$ cat src/rtl/adder_n_pkg.sv
// Shared arithmetic constants for the integer add primitive and its benches.
package adder_n_pkg;

  localparam int DEFAULT_N = 32;

endpackage

$ cat src/rtl/adder_n_full_adder.sv
// Single-bit full adder used as one stage of the ripple-carry chain.
module full_adder (
  input  logic a,
  input  logic b,
  input  logic c_in,
  output logic s,
  output logic c_out
);

  logic p;

  // Propagate term is shared by the sum and the carry.
  assign p     = a ^ b;
  assign s     = p ^ c_in;
  assign c_out = (a & b) | (c_in & p);

endmodule

$ cat src/rtl/adder_n.sv
// N-bit ripple-carry adder with combinational result and a registered copy.
module adder_n
  import adder_n_pkg::*;
#(
  parameter int N = DEFAULT_N
) (
  input  logic         clk,
  input  logic         rst,
  input  logic [N-1:0] a,
  input  logic [N-1:0] b,
  input  logic         c_in,
  output logic [N-1:0] sum,
  output logic         c_out,
  output logic [N-1:0] sum_q,
  output logic         c_out_q
);

  logic [N:0] c;

  assign c[0] = c_in;

  for (genvar i = 0; i < N; i++) begin : g_stage
    full_adder u_fa (
      .a     (a[i]),
      .b     (b[i]),
      .c_in  (c[i]),
      .s     (sum[i]),
      .c_out (c[i+1])
    );
  end

  assign c_out = c[N];

  // NOTE: non-blocking assignments keep every register sampling pre-edge values.
  always_ff @(posedge clk or posedge rst) begin
    if (rst) begin
      sum_q   <= '0;
      c_out_q <= 1'b0;
    end else begin
      sum_q   <= sum;
      c_out_q <= c_out;
    end
  end

endmodule

$ cat config.mk
export PLATFORM = sky130hd
export DESIGN_NAME = adder_n
export DESIGN_NICKNAME = d
export VERILOG_FILES = /design/src/rtl/adder_n_pkg.sv /design/src/rtl/adder_n_full_adder.sv /design/src/rtl/adder_n.sv
export SDC_FILE = /design/constraint.sdc
export NUM_CORES = 1
export LEC_CHECK = 0
export ABC_AREA = 1
export BUFFER_PORTS_ARGS = -buffer_cell sky130_fd_sc_hd__buf_2
export CORE_MARGIN = 5
export CORE_UTILIZATION = 37
export DETAILED_ROUTE_END_ITERATION = 8
export PLACE_DENSITY = 0.87
export RECOVER_POWER = 25
export SLEW_MARGIN = 40
export SYNTH_ARGS = -nofsm -noshare
export SYNTH_HDL_FRONTEND = slang
export SYNTH_HIERARCHICAL = 1
export SYNTH_SLANG_ARGS = --single-unit
$ cat constraint.sdc
create_clock -name clk -period 29.1 [get_ports clk]
set_input_delay 5.82 -clock clk [delete_from_list [all_inputs] [get_ports clk]]
set_output_delay 5.82 -clock clk [all_outputs]
set_load 0.02 [all_outputs]
==> run_results.csv <==
group,metric,value,unit
route,vias,1100,
timing,max_slew_margin,-12.9,%
logic_synthesis,netlist_instances,66,
clocking,cts_max_level,2,
timing,tightest_slew,1.69,ns
die,io_pins,133,
finish,syn_to_final_growth,56.3,%
placement,dpl_cell_area,2200,um^2
pwr,ir_worst_vdd,29.1,uV
finish,finalNonFillerCells,257,
pwr,clkPwrFrac,23.6,%
logic_synthesis,synth_top_area_cell,"dfrtp_1",
finish,nFillCells,320,
logic_synthesis,synthDistinctLibCells,3,
route,drt_first_pass_iters,4,
clocking,cts_buffers,5,
finish,antenna_cells,0,
finish,final_common_cell,"buf_2",
clocking,cts-root-buf,"clkbuf_8",
critical_path,worstPathArrival,19.00,ns
logic_synthesis,ys_warn_count,6,
finish,drive_gt1_share,67.6,%
timing,setup_viol,0,
timing,tns,0,ns
hold_path,whs_path_depth,2,
global_routing,overflow,0,
finish,most-common-layout-cells,"132 x buf_2, 33 x dfrtp_1, 32 x fa_1",
critical_path,slowest_stage,"fa_1",
die,start_util,37.6,%
die,chipHeight,73.0,um
pwr,powerDensity,68.2,nW/um^2
clocking,clockBufferDepth,2,
finish,multi_input_area,641,um^2
clocking,clkTransAtPathRegs,0.06,ns
global_routing,grt_antenna_before_repair,0,
timing,min_period,24.82,ns
outcome,violations,"capacitance limit, slew limit",
critical_path,cp.required,23.28,ns
hold_path,min-delay-start,"b[26]",
logic_synthesis,synth_area_per_cell,22.3,um^2
global_routing,grt_pass1_wl,6120,um
route,drtIter0Drc,26,
global_routing,grt_use_met3,5.92,%
finish,regArea,826,um^2
placement,io_buffers,132,
hold_path,hold_end,"sum_q[26]",
hold_path,hold_class,"in -> reg",
route,drc,0,
critical_path,critical_path.max_stage_delay,0.52,ns
clocking,cts_tree,"built",
clocking,cts_resized,0,
pwr,leakage,1.20,nW
die,die-area,5330,um^2
critical_path,cp_max_fo,2,
finish,fin_area,2300,um^2
timing,final_max_slew_viol_count,34,
clocking,ctsHoldBuffers,0,
route,avgRoutedWirePerCell,14.7,um
global_routing,met1_usage,15.6,%
pwr,switchingPower,0.0000588,W
critical_path,start_kind,"input port",
logic_synthesis,yosysSeqAreaShare,56.2,%
global_routing,grtUsageTotal,15.8,%
route,via_per_inst,4.28,
global_routing,grt_max_degree,34,
route,drt_wl_total,3790,um
pwr,cell_internal_pwr,0.0000980,W
route,drt.antenna.violating_nets,0,
outcome,status,"finished, violations left",
die,num_rows,23,
flow_run,cap_violations,1,
timing,hold_viol_final,0,
critical_path,crit_top_cell,"fa_1",
placement,gp_congestion,0.730,
placement,post-place-cells,249,
pwr,power_frac_comb,40.3,%
timing,fmax,40.3,MHz
timing,rsz0062_at_grt,"false",
timing,whs,5.83,ns
placement,hpwl,3440,um
pwr,p_sw_share,37.5,%
logic_synthesis,ys_seq_elements,33,
timing,finalCritPeriodShare,85.3,%
global_routing,busiest_layer,"met2",
global_routing,met2_usage,29.4,%
logic_synthesis,synthTopCellsByArea,"dfrtp_1 56%, fa_1 44%, inv_1 0.26%",
logic_synthesis,syn_nets,165,
pwr,power_frac_seq,36.1,%
critical_path,crit_type,"in -> out",
critical_path,worstSetupEndpointType,"output port",
global_routing,grt_pass1_vias,1336,
clocking,cts_setup_buffers,0,
logic_synthesis,synth_area,1470,um^2
logic_synthesis,synth_top_area_share,56.2,%
die,dieWidth,73.0,um
clocking,clock-sinks,33,
die,coreArea,3910,um^2
finish,final_nets,305,
## power groups by stage
stage | combinational [W] | clock [W] | sequential, W
2_1_floorplan | 0.0000279 | 0 | 0.0000701
3_3_place_gp | 0.0000627 | 0 | 0.0000572
3_5_place_dp | 0.0000646 | 0 | 0.0000577
4_1_cts | 0.0000647 | 0.0000384 | 0.0000568
5_1_grt | 0.0000688 | 0.0000411 | 0.0000575
6_report | 0.0000632 | 0.0000370 | 0.0000567
## cell usage after synthesis
cell,instances
fa_1,32
dfrtp_1,33
inv_1,1
## per-stage QoR
step / setup slack, ns / utilization [%] / power (W)
3_5_place_dp: 4.23 / 56.2 / 0.000122
5_1_grt: 3.85 / 58.7 / 0.000167
3_3_place_gp: 4.54 / 56.2 / 0.000120
2_1_floorplan: 5.03 / - / 0.0000981
4_1_cts: 4.21 / 58.8 / 0.000160
6_report: 4.28 / 58.7 / 0.000157
## routing by layer
metal	routed length, um	share of wire [%]
met5	0	0
met4	54	1.4
met3	479	13
met2	2210	58
met1	1040	27
## logic make-up (layout without fill, tap and decap cells)
group | after synthesis | count (layout) | synth area share [%]
buf+inv | 1 | 142 | 0.255
fa+ha+maj | 32 | 32 | 43.6
flops | 33 | 33 | 56.2
## how the worst max path moves through the flow
stage | start | end
2_1_floorplan | a[0] | sum[31]
3_3_place_gp | a[0] | sum[31]
3_5_place_dp | a[0] | sum[31]
4_1_cts | a[0] | sum[31]
5_1_grt | a[0] | sum[31]
6_report | a[0] | sum[31]
## state kept, by name (all words and copies together), names as in the netlist
register and flops:
sum_q 32, c_out_q 1
## worst max-delay path: cells and delay by family
kind       cells  cell delay (ns)
buf+inv        2             0.28
fa+ha+maj     32            12.87
## area by class of cell
class | instances | share of cell area (%)
clock buffers | 7 | 4.19
well taps | 50 | 2.72
multi-input cells | 32 | 27.9
flip-flops and latches | 33 | 35.9
repair buffers | 133 | 28.9
clock inverters | 1 | 0.218
inverters | 1 | 0.163
(Power assumes the default switching activity.)
